`src/rtl/hazard_unit_pkg.sv`:
```
// Shared widths and the pipeline control-bit record used by the hazard unit.
package hazard_unit_pkg;

  localparam int unsigned REG_W = 5;
  localparam int unsigned CNT_W = 16;

  // Control bits that travel with an instruction down the pipeline
  typedef struct packed {
    logic             regwrite;
    logic             memread;
    logic             memwrite;
    logic [REG_W-1:0] rd;
  } ctrl_t;

endpackage

```
`src/rtl/hazard_unit_if.sv`:
```
// Hazard unit bus: ID-stage operand/control info in, stall controls out.
//   master : pipeline side (drives ID info and DMemReady_i, reads stall controls)
//   slave  : hazard unit
interface hazard_if
  import hazard_unit_pkg::*;
();

  logic [REG_W-1:0] IF_ID_Rs_i;
  logic [REG_W-1:0] IF_ID_Rt_i;
  logic             UsesRt_i;
  logic             Branch_i;
  logic [REG_W-1:0] ID_Rd_i;
  logic             ID_RegWrite_i;
  logic             ID_MemRead_i;
  logic             ID_MemWrite_i;
  logic             DMemReady_i;
  logic             IsHazzard_o;
  logic             PC_Write_o;
  logic             IF_ID_Write_o;
  logic             Freeze_o;
  logic [CNT_W-1:0] StallCount_o;

  modport master (
    output IF_ID_Rs_i, IF_ID_Rt_i, UsesRt_i, Branch_i, ID_Rd_i,
           ID_RegWrite_i, ID_MemRead_i, ID_MemWrite_i, DMemReady_i,
    input  IsHazzard_o, PC_Write_o, IF_ID_Write_o, Freeze_o, StallCount_o
  );

  modport slave (
    input  IF_ID_Rs_i, IF_ID_Rt_i, UsesRt_i, Branch_i, ID_Rd_i,
           ID_RegWrite_i, ID_MemRead_i, ID_MemWrite_i, DMemReady_i,
    output IsHazzard_o, PC_Write_o, IF_ID_Write_o, Freeze_o, StallCount_o
  );

endinterface

```
`src/rtl/hazard_unit_stall_counter.sv`:
```
// Saturating stall-cycle counter with enable and synchronous active-low clear.
//   clk_i   : clock
//   rst_i   : synchronous active-low clear
//   en_i    : count this edge
//   count_o : current count, sticks at all-ones
module stall_counter
  import hazard_unit_pkg::*;
(
  input  logic             clk_i,
  input  logic             rst_i,
  input  logic             en_i,
  output logic [CNT_W-1:0] count_o
);

  logic [CNT_W-1:0] r_count;

  always_ff @(posedge clk_i) begin
    if (!rst_i) begin
      r_count <= '0;
    end else if (en_i && (r_count != {CNT_W{1'b1}})) begin
      r_count <= r_count + CNT_W'(1);
    end
  end

  assign count_o = r_count;

endmodule

```
`src/rtl/hazard_unit.sv`:
```
// Pipeline hazard unit: load-use and branch-operand bubbles, data-memory
// wait freeze, and a saturating stall counter.
//   clk_i : clock
//   rst_i : synchronous active-low reset
//   bus   : hazard_if.slave (ID info + DMemReady_i in, stall controls out)
module hazard_unit
  import hazard_unit_pkg::*;
(
  input  logic clk_i,
  input  logic rst_i,
  hazard_if.slave bus
);

  ctrl_t            r_ex;
  ctrl_t            r_mem;
  ctrl_t            w_id;
  logic             w_ex_rs;
  logic             w_ex_rt;
  logic             w_mem_rs;
  logic             w_mem_rt;
  logic             w_load_use;
  logic             w_branch_dep;
  logic             w_mem_wait;
  logic             w_hazard;
  logic             w_freeze;
  logic [CNT_W-1:0] w_count;

  assign w_id = '{regwrite: bus.ID_RegWrite_i,
                  memread:  bus.ID_MemRead_i,
                  memwrite: bus.ID_MemWrite_i,
                  rd:       bus.ID_Rd_i};

  // Non-zero destination matches against the ID source operands
  assign w_ex_rs  = (r_ex.rd  != '0) && (r_ex.rd  == bus.IF_ID_Rs_i);
  assign w_ex_rt  = (r_ex.rd  != '0) && (r_ex.rd  == bus.IF_ID_Rt_i);
  assign w_mem_rs = (r_mem.rd != '0) && (r_mem.rd == bus.IF_ID_Rs_i);
  assign w_mem_rt = (r_mem.rd != '0) && (r_mem.rd == bus.IF_ID_Rt_i);

  assign w_load_use   = r_ex.memread && (w_ex_rs || (bus.UsesRt_i && w_ex_rt));
  assign w_branch_dep = bus.Branch_i &&
                        ((r_ex.regwrite && (w_ex_rs || w_ex_rt)) ||
                         (r_mem.memread && (w_mem_rs || w_mem_rt)));
  assign w_mem_wait   = (r_mem.memread || r_mem.memwrite) && !bus.DMemReady_i;

  // Freeze wins over bubble; both forced inactive while reset is asserted
  assign w_freeze = rst_i && w_mem_wait;
  assign w_hazard = rst_i && (w_load_use || w_branch_dep) && !w_mem_wait;

  // Shadow pipeline copy; DMemReady_i only reaches it through the hold enable
  always_ff @(posedge clk_i) begin
    if (!rst_i) begin
      r_ex  <= '0;
      r_mem <= '0;
    end else if (!w_freeze) begin
      r_mem <= r_ex;
      r_ex  <= w_hazard ? ctrl_t'('0) : w_id;
    end
  end

  stall_counter u_stall_counter (
    .clk_i   (clk_i),
    .rst_i   (rst_i),
    .en_i    (w_hazard || w_freeze),
    .count_o (w_count)
  );

  assign bus.IsHazzard_o   = w_hazard;
  assign bus.Freeze_o      = w_freeze;
  assign bus.PC_Write_o    = !(w_hazard || w_freeze);
  assign bus.IF_ID_Write_o = !(w_hazard || w_freeze);
  assign bus.StallCount_o  = rst_i ? w_count : '0;

endmodule

```
`src/flat_wrapper.sv`:
```
// flat-port wrapper written by rule: the top's interface ports become plain ports
module hazard_unit_flat import hazard_unit_pkg::*;
  (clk_i, rst_i, bus_IF_ID_Rs_i, bus_IF_ID_Rt_i, bus_UsesRt_i, bus_Branch_i, bus_ID_Rd_i, bus_ID_RegWrite_i, bus_ID_MemRead_i, bus_ID_MemWrite_i, bus_DMemReady_i, bus_IsHazzard_o, bus_PC_Write_o, bus_IF_ID_Write_o, bus_Freeze_o, bus_StallCount_o);
  hazard_if bus_i ();
  input  logic clk_i;
  input  logic rst_i;
  input wire logic [$bits(bus_i.IF_ID_Rs_i)-1:0] bus_IF_ID_Rs_i;
  input wire logic [$bits(bus_i.IF_ID_Rt_i)-1:0] bus_IF_ID_Rt_i;
  input wire logic [$bits(bus_i.UsesRt_i)-1:0] bus_UsesRt_i;
  input wire logic [$bits(bus_i.Branch_i)-1:0] bus_Branch_i;
  input wire logic [$bits(bus_i.ID_Rd_i)-1:0] bus_ID_Rd_i;
  input wire logic [$bits(bus_i.ID_RegWrite_i)-1:0] bus_ID_RegWrite_i;
  input wire logic [$bits(bus_i.ID_MemRead_i)-1:0] bus_ID_MemRead_i;
  input wire logic [$bits(bus_i.ID_MemWrite_i)-1:0] bus_ID_MemWrite_i;
  input wire logic [$bits(bus_i.DMemReady_i)-1:0] bus_DMemReady_i;
  output wire logic [$bits(bus_i.IsHazzard_o)-1:0] bus_IsHazzard_o;
  output wire logic [$bits(bus_i.PC_Write_o)-1:0] bus_PC_Write_o;
  output wire logic [$bits(bus_i.IF_ID_Write_o)-1:0] bus_IF_ID_Write_o;
  output wire logic [$bits(bus_i.Freeze_o)-1:0] bus_Freeze_o;
  output wire logic [$bits(bus_i.StallCount_o)-1:0] bus_StallCount_o;
  assign bus_i.IF_ID_Rs_i = bus_IF_ID_Rs_i;
  assign bus_i.IF_ID_Rt_i = bus_IF_ID_Rt_i;
  assign bus_i.UsesRt_i = bus_UsesRt_i;
  assign bus_i.Branch_i = bus_Branch_i;
  assign bus_i.ID_Rd_i = bus_ID_Rd_i;
  assign bus_i.ID_RegWrite_i = bus_ID_RegWrite_i;
  assign bus_i.ID_MemRead_i = bus_ID_MemRead_i;
  assign bus_i.ID_MemWrite_i = bus_ID_MemWrite_i;
  assign bus_i.DMemReady_i = bus_DMemReady_i;
  assign bus_IsHazzard_o = bus_i.IsHazzard_o;
  assign bus_PC_Write_o = bus_i.PC_Write_o;
  assign bus_IF_ID_Write_o = bus_i.IF_ID_Write_o;
  assign bus_Freeze_o = bus_i.Freeze_o;
  assign bus_StallCount_o = bus_i.StallCount_o;
  hazard_unit u_core (.clk_i(clk_i), .rst_i(rst_i), .bus(bus_i));
endmodule
```
`config.mk`:
```
export PLATFORM = sky130hd
export DESIGN_NAME = hazard_unit_flat
export DESIGN_NICKNAME = d
export VERILOG_FILES = /design/src/rtl/hazard_unit_pkg.sv /design/src/rtl/hazard_unit_if.sv /design/src/rtl/hazard_unit_stall_counter.sv /design/src/rtl/hazard_unit.sv /design/src/flat_wrapper.sv
export SDC_FILE = /design/constraint.sdc
export NUM_CORES = 1
export LEC_CHECK = 0
export CORE_AREA = 2 2 75 77
export DETAILED_ROUTE_END_ITERATION = 10
export DIE_AREA = 0 0 77 79
export SYNTH_ARGS = -nofsm -noshare
export SYNTH_HDL_FRONTEND = slang
export SYNTH_HIERARCHICAL = 1
export SYNTH_SLANG_ARGS = --single-unit
```
`constraint.sdc`:
```
create_clock -name clk_i -period 2.5 [get_ports clk_i]
set_input_delay 0.625 -clock clk_i [delete_from_list [all_inputs] [get_ports clk_i]]
set_output_delay 0.625 -clock clk_i [all_outputs]
set_load 0.05 [all_outputs]
```
Word-level counts from Yosys, hierarchy flattened:

Index checks and enable logic that the tools add are counted.

* register bits after elaboration: 31
* input port bits: 23
* word-level logic and storage cells: 42

* add/subtract/negate cells: 1
* equality and inequality tests: 5
* mux-type cells: 2
* reduce and logical (&&, ||, !) cells: 26

Operator list (count)
* == test 5 bit: 4
* adder 16 x 1 -> 16 bit (second input constant): 1
* two-way mux 16 bit: 1
* inequality test 16 bit (second input constant): 1
* logical AND 1 bit: 14
* nonzero test 5 bit: 2
* two-way mux 8 bit: 1
* logical OR 1 bit: 7
* logical NOT 1 bit: 3

Depth between registers and ports, before layout:

* depth after elaboration: 11
* depth in mapped cells: 9
* gate-level depth less buffers: 9

Hierarchy:

Netlist, hierarchy kept.

Modules (own cells, without submodules)
* hazard_unit: instances 1, cells an instance 133, area an instance 1053.5 um^2, sequential area each 300.3 um^2
* stall_counter: instances 1, cells an instance 97, area an instance 837.1 um^2, sequential area each 320.3 um^2

Least setup slack after synthesis:

OpenSTA, ideal clock, no wires.

* kind: input-to-output
* start point: in bus_IF_ID_Rt_i[2]
* end point: out bus_PC_Write_o
* data arrival time: 2.450 ns
* data required time: 1.875 ns
* path slack: -0.575 ns
* stages: 7
* buffers on the path: 2
* path through: xnor2_1 nand3_1 nor2_1 o211a_1 buf_2 o31ai_2 buf_4

* word-level cells in the longest chain between the ends: 11
* elaborated cells on any way between the ends: 18
* classes of those cells: eq/ne: 2; reduce/logical: 16

RTL lines
* from (decl): line flat_wrapper.sv:8 `input wire logic [$bits(bus_i.IF_ID_Rt_i)-1:0] bus_IF_ID_Rt_i;`
* == test 5 bit, on equally long branches: line hazard_unit.sv:35, hazard_unit.sv:37
* logical AND 1 bit, on equally long branches: line hazard_unit.sv:35, hazard_unit.sv:37
* logical OR 1 bit, on equally long branches: line hazard_unit.sv:41, hazard_unit.sv:42
* logical AND 1 bit, on equally long branches: line hazard_unit.sv:41, hazard_unit.sv:42
* logical OR 1 bit: line hazard_unit.sv:41 `((r_ex.regwrite && (w_ex_rs || w_ex_rt)) ||`
* logical AND 1 bit: line hazard_unit.sv:40 `assign w_branch_dep = bus.Branch_i &&`
* logical OR 1 bit *: line hazard_unit.sv:47 `assign w_hazard = rst_i && (w_load_use || w_branch_dep) && !w_mem_wait;`
* logical AND 1 bit * (2 in series): line hazard_unit.sv:47
* logical OR 1 bit *
* logical NOT 1 bit *
* to (decl): line flat_wrapper.sv:17 `output wire logic [$bits(bus_i.PC_Write_o)-1:0] bus_PC_Write_o;`

Every way passes the cells marked *; elsewhere a longest branch is shown, timed or not.

Worst setup path after layout:

* start point: reg u_core/r_mem[4] (netlist name)
* end point: out bus_PC_Write_o

* word-level cells in the longest chain between the ends: 11
* elaborated cells on any way between the ends: 14
* classes of those cells: eq/ne: 2; reduce/logical: 12

RTL lines
* from (decl): line hazard_unit.sv:15 `ctrl_t r_mem;`
* from (signal assigned): line hazard_unit.sv:55 `r_mem <= r_ex;`
* == test 5 bit (tied with other cells): line hazard_unit.sv:36 `assign w_mem_rs = (r_mem.rd != '0) && (r_mem.rd == bus.IF_ID_Rs_i);`
* logical AND 1 bit, on equally long branches: line hazard_unit.sv:36, hazard_unit.sv:37
* logical OR 1 bit *: line hazard_unit.sv:42 `(r_mem.memread && (w_mem_rs || w_mem_rt)));`
* logical AND 1 bit *: line hazard_unit.sv:42
* logical OR 1 bit *: line hazard_unit.sv:41
* logical AND 1 bit *: line hazard_unit.sv:40
* logical OR 1 bit *: line hazard_unit.sv:47
* logical AND 1 bit * (2 in series): line hazard_unit.sv:47
* logical OR 1 bit *: line hazard_unit.sv:69 `assign bus.PC_Write_o = !(w_hazard || w_freeze);`
* logical NOT 1 bit *: line hazard_unit.sv:69

Marked as above.

==> summary.md <==
| Metric | Value |
|---|---|
| Final hold viol count | 0 |
| Crit path arrival time | approximately 2.1 ns |
| Clock latency on the worst-skew pair | 0.28 ns |
| Post-DP Area | 2730 um2 |
| Worst path setup slack after routing | -0.229 ns |
| Clk buf depth | 2 |
| Leakage power | between 1 and 1.5 nW |
| Fin. max-slew vios | 0 |
| Register area share after synthesis | approximately a third |
| Synth Cell Area | 1890 um2 |
| Most common cell after layout, fill and taps aside | nand2_1 |
| Total internal power | 0.000848 W |
| Die Y | 79 um |
| FP Rows | 27 |
| Max VDD drop | 0.000225 V |
| Final core utilization | between 50% and 60% |
| Commonest cells after routing, fill and taps aside | nand2_1 (43), dfxtp_1 (25), buf_4 (22), buf_12 (20), and2_1 (18) |
| Die area | slightly above 6000 um2 |
| Largest net degree at the start of global routing | 18 |
| Syn-to-layout area delta | 61.7% |
| Syn Area/Cell | 8.22 um2 |
| Vias in the first global route | 1830 |
| Clock Sinks | 31 |
| Routed length per instance | 14.3 um |
| Layout fillers | 480 |
| #FFs+latches synth | 31 |
| Net Sw Frac | 26.5% |
| Routed Antenna Nets | 0 |
| Synth cell types | 43 |
| Top cell type's share of synthesized area | 32.8% |
| Worst Setup Path Type | flop to primary output |
| Critical Path Fanout Max | 2 |
| Crit-path cells | or3_4, o311a_1, a22o_1, buf_6, o31ai_4, buf_12 |
| Post-Layout Inst Area | just over 3000 um2 |
| H-tree Lvls | 2 |
| Clock share of power | roughly 34% |
| Violated checks | negative setup slack |
| DRC viols | 0 |
| Worst Setup Start Kind | flop |
| Clk_skew | 0.00708 ns |
| CTS Buf Count | 5 |
| CTS clk-pin slew, worst paths | 0.06 ns |
| Num ports | 43 |
| Yosys top cell by area | dfxtp_1 |
| Total track usage | 16.8% |
| Post-CTS Hold Buffers | 0 |
| Comb power frac | a little under a fifth |
| Initial DRC count | 57 |
| Initial antenna violation count | 1 |
| Status | finished with violations |
| Net count after synthesis | 254 |
| Hold Worst Slack | 0.463 ns |
| Final nets | 319 |
| CTS tree | built |
| Hpwl dp | around 3.6 mm |
| Placement Setup Slack | -0.557 ns |
| Vias per cell | 5.10 |
| Net Switching | 0.000306 W |
| Post-layout minimum cycle time | 2.73 ns |
| Total gr overflow | 0 |
| Initial core utilization | 35.4% |
| Fmax | roughly 370 MHz |
| Share of layout cells above drive strength 1 | 39.0% |
| Final setup violation count | 7 |
| Drt first pass iters | 4 |
| Tcrit/Tclk final | 109% |
| Die outline width | 77 um |
| Worst setup EP type | primary output |
| Sequential power share | 46.6% |
| Max_slew headroom | 64.2% |
| GPL Wtd Cong | 0.833 |
| Number of synthesis warnings | 6 |
| CTS Root Buffer Type | clkbuf_8 |
| Area contributors post-synth | dfxtp_1 (33%), xnor2_1 (9.7%), nand2_1 (8.9%) |
| Max incr delay on CP | between 0.3 and 0.4 ns |
| Port Buf Inserts | 42 |
| Gate Count Post-Synth | 230 |
| Max-capacitance violation count | 0 |
| CP Data Required Time | 1.88 ns |
| RSZ-0062 raised after global routing | true |
| PwrDens | 377 nW/um2 |
| CORE AREA | 5340 um2 |
| Worst-Margin Slew | approximately 0.53 ns |
| First-pass GRT wire length | 8.27 mm |
| Worst min-delay path class | flop to flop |
| Slowest cell on crit path | or3_4 |
| Via count | 1875 |
| DRT Wirelength | 5.25 mm |
-- per-layer routing --
metal | GRT usage, % | vias up | wire length, um
met5 | 0 | - | 0
met4 | 6.79 | 0 | 53
met3 | 3.41 | 5 | 188
met2 | 29.4 | 37 | 2720
met1 | 20.1 | 890 | 2280
li1 | - | 943 | -
-- metrics by stage --
step	cells	total power [W]	TNS, ns
floorplan	230	0.000643	-0.229
global placement	357	0.000733	-6.30
detailed placement	357	0.000736	-7.52
CTS	366	0.00114	-0.583
global route	368	0.00121	-1.37
finish	368	0.00115	-0.798
-- worst max-delay path: cells and delay by family, from the launching register on --
family | cells | cell delay [ns]
AOI/OAI and AO/OA | 3 | 0.81
and+or+nand+nor | 1 | 0.38
buffers and inverters | 2 | 0.32
DFF | 1 | 0.32
-- Yosys cell counts (all sizes together) --
library cell	instances
nor3	3
dfxtp	31
nand3	11
nor3b	1
buf	4
o41ai	1
inv	4
o311a	1
nand2b	2
o31ai	14
and4	3
o21a	1
a21oi	9
ha	1
nor4bb	1
and2	18
nor2	10
xor2	1
a22o	1
nand3b	1
o211ai	1
or3	4
mux2i	3
a21boi	7
o21ai	4
clkbuf	6
and3	1
o211a	2
or2	1
o22ai	2
o31a	1
or4	5
xnor2	21
nand2	45
o311ai	1
nand4	4
nor4	4
-- logic make-up after synthesis --
logic type	count (synthesis)	share of synthesized area [%]
XOR/XNOR	22	10.2
AO/OA/AOI/OAI	45	19.1
AND/OR/NAND/NOR	114	32.0
adder cells (fa/ha/maj)	1	0.662
flip-flops	31	32.8
multiplexers	3	1.59
buffers and inverters	14	3.64
-- state kept, by name (all words and copies together) (netlist names) --
name                            cells
u_core/r_ex                         8
u_core/r_mem                        7
u_core/u_stall_counter/count_o     16
-- worst paths after layout --
path	start	end	slack (ns)	cells after the start
setup reg to reg	u_core/r_mem[4]	u_core/u_stall_counter/count_o[4]	-0.10	11
setup / recovery	u_core/r_mem[4]	bus_PC_Write_o	-0.23	6
hold reg to reg	u_core/r_mem[5]	u_core/r_mem[5]	0.46	2
hold / removal	u_core/r_mem[5]	u_core/r_mem[5]	0.46	2
-- cell type report --
type                    count  area (um2)  share of cell area, %
repair buffers             68         798                   26.1
flip-flops and latches     31         628                   20.5
multi-input cells         185        1440                   47.0
clock inverters             1        5.00                  0.164
inverters                   4        15.0                  0.491
clock buffers               6        82.6                   2.70
well taps                  72        90.1                   2.95
diodes                      1        2.50                 0.0818
-- power groups by stage --
stage / combinational, W / clock [W] / sequential [W]
detailed placement: 0.000193 / 0 / 0.000543
CTS: 0.000196 / 0.000414 / 0.000532
global route: 0.000236 / 0.000435 / 0.000540
floorplan: 0.000105 / 0 / 0.000538
finish: 0.000219 / 0.000397 / 0.000538
global placement: 0.000190 / 0 / 0.000543
-- timing repair --
| item | in CTS | in global routing |
|---|---|---|
| gates resized for setup | 30 | 60 |
| pin swaps | 12 | 23 |
| setup buffers | 2 | 2 |
| setup endpoints to repair | 17 | 15 |
Power figures use the tool's default switching activity.
